--- src/rtl/wb_lsu_master.sv ---
// Wishbone B4-classic load/store initiator: one request at a time, bus termination by ack, err or timeout.
// Latency: a legal request holds stb until termination, then pulses rsp_valid; a failed pre-check responds one cycle after acceptance.
module wb_lsu_master #(
    parameter int unsigned TIMEOUT_CYCLES = 255
) (
    input  logic        clk,
    input  logic        rst_n,
    input  logic        req_valid,
    output logic        req_ready,
    input  logic        req_we,
    input  logic [2:0]  req_funct3,
    input  logic [31:0] req_addr,
    input  logic [31:0] req_wdata,
    output logic        rsp_valid,
    output logic [31:0] rsp_rdata,
    output logic        rsp_err,
    output logic        rsp_misaligned,
    output logic        rsp_timeout,
    output logic [31:0] dwb_adr_o,
    output logic [31:0] dwb_dat_o,
    input  logic [31:0] dwb_dat_i,
    output logic        dwb_we_o,
    output logic [3:0]  dwb_sel_o,
    output logic        dwb_cyc_o,
    output logic        dwb_stb_o,
    input  logic        dwb_ack_i,
    input  logic        dwb_err_i
);

    localparam logic [1:0] IDLE = 2'd0;
    localparam logic [1:0] BUS  = 2'd1;
    localparam logic [1:0] RESP = 2'd2;

    logic [1:0]  state;
    logic        fail_pend;
    logic [2:0]  ld_f3;
    logic [1:0]  ld_off;
    logic [31:0] tmo_cnt;

    logic        illegal;
    logic        misal;
    logic [3:0]  sel_d;
    logic [31:0] dat_d;
    logic [7:0]  byte_v;
    logic [15:0] half_v;
    logic [31:0] load_v;

    assign req_ready = (state == IDLE);
    assign dwb_stb_o = dwb_cyc_o;

    always_comb begin
        illegal = req_we ? (req_funct3 > 3'd2)
                         : (req_funct3 == 3'd3 || req_funct3 == 3'd6 || req_funct3 == 3'd7);
        misal   = 1'b0;
        sel_d   = 4'b1111;
        dat_d   = req_wdata;
        case (req_funct3[1:0])
            2'd0: begin
                sel_d = 4'b0001 << req_addr[1:0];
                dat_d = {4{req_wdata[7:0]}};
            end
            2'd1: begin
                sel_d = 4'b0011 << {req_addr[1], 1'b0};
                dat_d = {2{req_wdata[15:0]}};
                misal = req_addr[0];
            end
            2'd2: misal = (req_addr[1:0] != 2'b00);
            default: ;
        endcase
        // An illegal encoding reports only as an error, never as misaligned.
        if (illegal)
            misal = 1'b0;
    end

    always_comb begin
        case (ld_off)
            2'd0:    byte_v = dwb_dat_i[7:0];
            2'd1:    byte_v = dwb_dat_i[15:8];
            2'd2:    byte_v = dwb_dat_i[23:16];
            default: byte_v = dwb_dat_i[31:24];
        endcase
        half_v = ld_off[1] ? dwb_dat_i[31:16] : dwb_dat_i[15:0];
        case (ld_f3)
            3'd0:    load_v = {{24{byte_v[7]}}, byte_v};
            3'd1:    load_v = {{16{half_v[15]}}, half_v};
            3'd2:    load_v = dwb_dat_i;
            3'd4:    load_v = {24'd0, byte_v};
            3'd5:    load_v = {16'd0, half_v};
            default: load_v = 32'd0;
        endcase
    end

    always_ff @(posedge clk or negedge rst_n) begin
        if (!rst_n) begin
            state          <= IDLE;
            fail_pend      <= 1'b0;
            ld_f3          <= 3'd0;
            ld_off         <= 2'd0;
            tmo_cnt        <= 32'd0;
            dwb_cyc_o      <= 1'b0;
            dwb_we_o       <= 1'b0;
            dwb_adr_o      <= 32'd0;
            dwb_dat_o      <= 32'd0;
            dwb_sel_o      <= 4'd0;
            rsp_valid      <= 1'b0;
            rsp_rdata      <= 32'd0;
            rsp_err        <= 1'b0;
            rsp_misaligned <= 1'b0;
            rsp_timeout    <= 1'b0;
        end else begin
            case (state)
                IDLE: begin
                    rsp_valid <= 1'b0;
                    if (req_valid) begin
                        rsp_err        <= illegal | misal;
                        rsp_misaligned <= misal;
                        rsp_timeout    <= 1'b0;
                        tmo_cnt        <= 32'd0;
                        state          <= BUS;
                        // Failed pre-checks pass through BUS without a cycle so the response timing stays uniform.
                        if (illegal || misal) begin
                            fail_pend <= 1'b1;
                        end else begin
                            fail_pend <= 1'b0;
                            dwb_cyc_o <= 1'b1;
                            dwb_we_o  <= req_we;
                            dwb_adr_o <= {req_addr[31:2], 2'b00};
                            dwb_sel_o <= sel_d;
                            dwb_dat_o <= dat_d;
                            ld_f3     <= req_funct3;
                            ld_off    <= req_addr[1:0];
                        end
                    end
                end
                BUS: begin
                    if (fail_pend) begin
                        fail_pend <= 1'b0;
                        rsp_rdata <= 32'd0;
                        rsp_valid <= 1'b1;
                        state     <= RESP;
                    end else if (dwb_err_i) begin
                        dwb_cyc_o <= 1'b0;
                        rsp_err   <= 1'b1;
                        rsp_rdata <= 32'd0;
                        rsp_valid <= 1'b1;
                        state     <= RESP;
                    end else if (dwb_ack_i) begin
                        dwb_cyc_o <= 1'b0;
                        rsp_rdata <= dwb_we_o ? 32'd0 : load_v;
                        rsp_valid <= 1'b1;
                        state     <= RESP;
                    end else if (TIMEOUT_CYCLES != 0 && tmo_cnt == TIMEOUT_CYCLES - 1) begin
                        dwb_cyc_o   <= 1'b0;
                        rsp_err     <= 1'b1;
                        rsp_timeout <= 1'b1;
                        rsp_rdata   <= 32'd0;
                        rsp_valid   <= 1'b1;
                        state       <= RESP;
                    end else begin
                        tmo_cnt <= tmo_cnt + 32'd1;
                    end
                end
                RESP: begin
                    rsp_valid <= 1'b0;
                    state     <= IDLE;
                end
                default: state <= IDLE;
            endcase
        end
    end

endmodule
--- config.mk ---
export PLATFORM = sky130hd
export DESIGN_NAME = wb_lsu_master
export DESIGN_NICKNAME = d
export VERILOG_FILES = /design/src/rtl/wb_lsu_master.sv
export SDC_FILE = /design/constraint.sdc
export NUM_CORES = 1
export LEC_CHECK = 0
export CORE_ASPECT_RATIO = 1.75
export CORE_MARGIN = 3
export CORE_UTILIZATION = 55
export DETAILED_ROUTE_END_ITERATION = 16
export DONT_BUFFER_PORTS = 1
export PLACE_DENSITY_LB_ADDON = 0.3
export SYNTH_ARGS = -nofsm -noshare
export SYNTH_HDL_FRONTEND = slang
export SYNTH_SLANG_ARGS = --single-unit
--- constraint.sdc ---
create_clock -name clk -period 2.7 [get_ports clk]
set_clock_uncertainty 0.1 [all_clocks]
set_input_delay 0.54 -clock clk [delete_from_list [all_inputs] [get_ports clk]]
set_output_delay 0.54 -clock clk [all_outputs]
set_load 0.02 [all_outputs]
==> flow_metrics.env <==
export IMPL_drcViolationCount=0
export IMPL_grt_first_pass_wirelength_um=29300
export IMPL_ys_dominant_reg_cell="dfrtp_1"
export IMPL_clock_latency_ps=420
export IMPL_seqPwrFrac_pct=50.5
export IMPL_grt_use_met3_pct=7.17
export IMPL_p_int_w=0.00499
export IMPL_synth_seq_area_share_pct=50.3
export IMPL_ant_nets=0
export IMPL_cts_tree="done"
export IMPL_overflow=0
export IMPL_wirelength_um=18800
export IMPL_cp_arrival_ps=2630
export IMPL_gp_congestion=0.949
export IMPL_antenna_found_initial=0
export IMPL_finalSetupViolations=0
export IMPL_port_buffers=0
export IMPL_synth_top_cell_area_share_pct=50.3
export IMPL_die_w_um=92.3
export IMPL_tns_ps=0
export IMPL_cts_buffer_depth=2
export IMPL_muxShareOfSynthArea_pct=15.7
export IMPL_yosys_warnings=0
export IMPL_synth_edff_count=0
export IMPL_r2r_slack_ps=310
export IMPL_rsz0062_at_grt="no"
export IMPL_worst_pin_slew_ps=744
export IMPL_die_area_sq_um=14500
export IMPL_cts_htree_levels=4
export IMPL_syn_inst=669
export IMPL_synth_seq_cells=144
export IMPL_cellPowerDensity_nw_per_um2=1040
export IMPL_clockPowerShare_pct=27.2
export IMPL_start_kind="flop"
export IMPL_final_cell_count_no_fill=845
export IMPL_antenna_cells=0
export IMPL_worstSetupStartpoint="tmo_cnt[10]"
export IMPL_reg2reg_to="tmo_cnt[31]"
export IMPL_fillers=1043
export IMPL_hold_viol_final=144
export IMPL_slowest_stage="or4_1"
export IMPL_period_minus_slack_ps=2390
export IMPL_power_leakage_nw=3.37
export IMPL_clkSinkCount=144
export IMPL_slew_limit_headroom_pct=50.2
export IMPL_fmax_ghz=0.418
export IMPL_report_final_slew_viol_count=0
export IMPL_grt_use_met1_pct=28.6
export IMPL_cp_max_fo=7
export IMPL_synthesis_area_sq_um=7160
export IMPL_power_frac_comb_pct=22.3
export IMPL_place_inst=813
export IMPL_synthDistinctLibCells=54
export IMPL_crit_type="flop to flop"
export IMPL_timing_final_crit_share_pct=88.6
export IMPL_worst_ep_required_time_ps=2940
export IMPL_rows=54
export IMPL_grt_busiest_layer="met2"
export IMPL_post_drt_wl_per_cell_um=22.3
export IMPL_synth_top_family_by_area="multiplexers"
export IMPL_root_buffer="clkbuf_16"
export IMPL_numCtsBuffers=17
export IMPL_yosys_top_cells_count="144 x dfrtp_1, 76 x mux2_2, 60 x a21oi_1"
export IMPL_vdd_drop_max_mv=0.677
export IMPL_synth_compound_area_share_pct=13.5
export IMPL_cap_violations=0
export IMPL_track_usage_pct=25.9
export IMPL_timing_hold_ws_ps=-276
export IMPL_synth_simple_gate_area_share_pct=14.9
export IMPL_synth_area_top_cells="dfrtp_1 50%, mux2_2 12%, a21oi_1 4.2%"
export IMPL_synth_async_reset_ratio_pct=100
export IMPL_path_clk_slew_ps=60
export IMPL_switching_share_pct=40.1
export IMPL_nNetsFinal=775
export IMPL_num_vias=5469
export IMPL_initial_core_util_pct=56.7
export IMPL_hp_class="primary input to asynchronous set/reset pin"
export IMPL_io_pins=213
export IMPL_slowest_delay_ps=670
export IMPL_use_met2_pct=46.1
export IMPL_die_height_um=157
export IMPL_yosys_area_top_type="dfrtp_1"
export IMPL_drt_vias_per_instance=6.47
export IMPL_violations="negative hold slack"
export IMPL_yosysMostFrequentCell="dfrtp_1"
export IMPL_drt_first_pass_iters=8
export IMPL_cp_end_kind="flop"
export IMPL_worstRegToRegCells=5
export IMPL_grt_max_degree=145
export IMPL_status="complete, but fails checks"
export IMPL_path_cells="nand4_2 -> or4_1 -> or3_1 -> or3_1 -> a21oi_1"
export IMPL_drt_iter0_markers=396
export IMPL_synth_xor_area_share_pct=0.733
export IMPL_area_growth_pct=11.4
export IMPL_synthAdderAreaFrac_pct=1.05
export IMPL_hpwl_um=13700
export IMPL_avgSynthCellArea_sq_um=10.7
export IMPL_coreArea_sq_um=12600
export IMPL_drive_above_1_share_pct=23.0
export IMPL_grt_pass1_vias=5571
export IMPL_cpMostUsedCell="or3_1"
export IMPL_r2r_start="tmo_cnt[10]"
export IMPL_power_switching_w=0.00334
==> area by class of cell <==
type | count | area (sq um) | share of cell area, %
Tap cell | 168 | 210 | 2.63
Clock buffer | 18 | 439 | 5.50
Timing Repair Buffer | 23 | 198 | 2.48
Clock inverter | 14 | 136 | 1.71
Multi-Input combinational cell | 463 | 3340 | 41.8
Sequential cell | 144 | 3600 | 45.2
Inverter | 15 | 56.3 | 0.706
==> worst max-delay path: cells and delay by family (launching register included) <==
kind | cells | cell delay (ps)
AO/OA/AOI/OAI | 1 | 150
flip-flops | 1 | 460
AND/OR/NAND/NOR | 4 | 1620
==> what timing repair did <==
action / 4_1_cts / 5_1_grt
resized for setup: 0 / 0
buffers inserted: 0 / 0
hold endpoints to repair: 144 / 144
==> layer usage <==
metal | part of all wire [%] | up-vias
met2 | 53 | 264
met1 | 35 | 2703
met4 | 3.8 | 0
met3 | 7.7 | 51
met5 | 0 | -
li1 | - | 2451
==> worst max-delay path by stage <==
stage,end,slack (ps),depth (start not counted)
after floorplan,dwb_adr_o[13],40,9
after global placement,dwb_dat_o[2],370,8
after detailed placement,dwb_dat_o[17],240,10
after CTS,tmo_cnt[31],320,5
after global routing,tmo_cnt[31],230,5
final,tmo_cnt[31],310,5
==> logic make-up (layout without fill, tap and decap cells) <==
logic type | count (synthesis) | in the layout
adder cells (fa/ha/maj) | 6 | 6
other | 1 | 2
flip-flops | 144 | 144
buffers and inverters | 63 | 70
multiplexers | 93 | 93
AO/OA/AOI/OAI | 150 | 150
XOR/XNOR | 6 | 6
AND/OR/NAND/NOR | 206 | 206
==> metrics by stage <==
| stage | setup slack [ps] | total power [W] | instance area (sq um) | utilization, % |
|---|---|---|---|---|
| floorplan | 39.0 | 0.00551 | 7170 | - |
| detailed placement | 245 | 0.00611 | 7400 | 58.6 |
| global route | 233 | 0.00873 | 7980 | 63.2 |
| global placement | 373 | 0.00599 | 7400 | 58.6 |
| CTS | 323 | 0.00839 | 7980 | 63.2 |
| finish | 308 | 0.00834 | 7980 | 63.2 |
==> layout by cell type (no fill, tap or decap), types with 3 or more instances in the layout <==
| master | n |
|---|---|
| a21o_1 | 3 |
| a21oi_1 | 60 |
| a222oi_1 | 8 |
| a22oi_1 | 23 |
| a31oi_1 | 12 |
| and2_1 | 3 |
| and3_1 | 10 |
| and4_1 | 3 |
| buf_4 | 21 |
| clkbuf_16 | 17 |
| clkinv_4 | 3 |
| dfrtp_1 | 144 |
| ha_1 | 6 |
| inv_1 | 15 |
| inv_6 | 4 |
| inv_8 | 6 |
| mux2_2 | 76 |
| mux2i_1 | 9 |
| mux4_2 | 8 |
| nand2_1 | 48 |
| nand2b_1 | 6 |
| nand3_1 | 14 |
| nand4_1 | 10 |
| nor2_1 | 54 |
| nor3_1 | 5 |
| nor4_1 | 12 |
| o21ai_0 | 18 |
| o311ai_0 | 4 |
| o31ai_1 | 6 |
| o41ai_1 | 4 |
| or2_2 | 7 |
| or3_1 | 14 |
| or4_1 | 7 |
| xnor2_1 | 6 |
==> flip-flops by register name (all words and copies together) (netlist names), 2 cells and up <==
name	flops
dwb_sel_o	4
ld_off	2
ld_f3	3
rsp_rdata	32
state	2
dwb_dat_o	32
dwb_adr_o	30
tmo_cnt	32
==> power groups by stage <==
| stage | Combinational (W) | Sequential [W] | Clock (W) |
|---|---|---|---|
| after global routing | 0.00204 | 0.00429 | 0.00239 |
| after global placement | 0.00176 | 0.00423 | 0 |
| final | 0.00186 | 0.00421 | 0.00226 |
| after detailed placement | 0.00187 | 0.00425 | 0 |
| after CTS | 0.00186 | 0.00423 | 0.00230 |
| after floorplan | 0.00156 | 0.00396 | 0 |
Power figures use the tool's default switching activity.
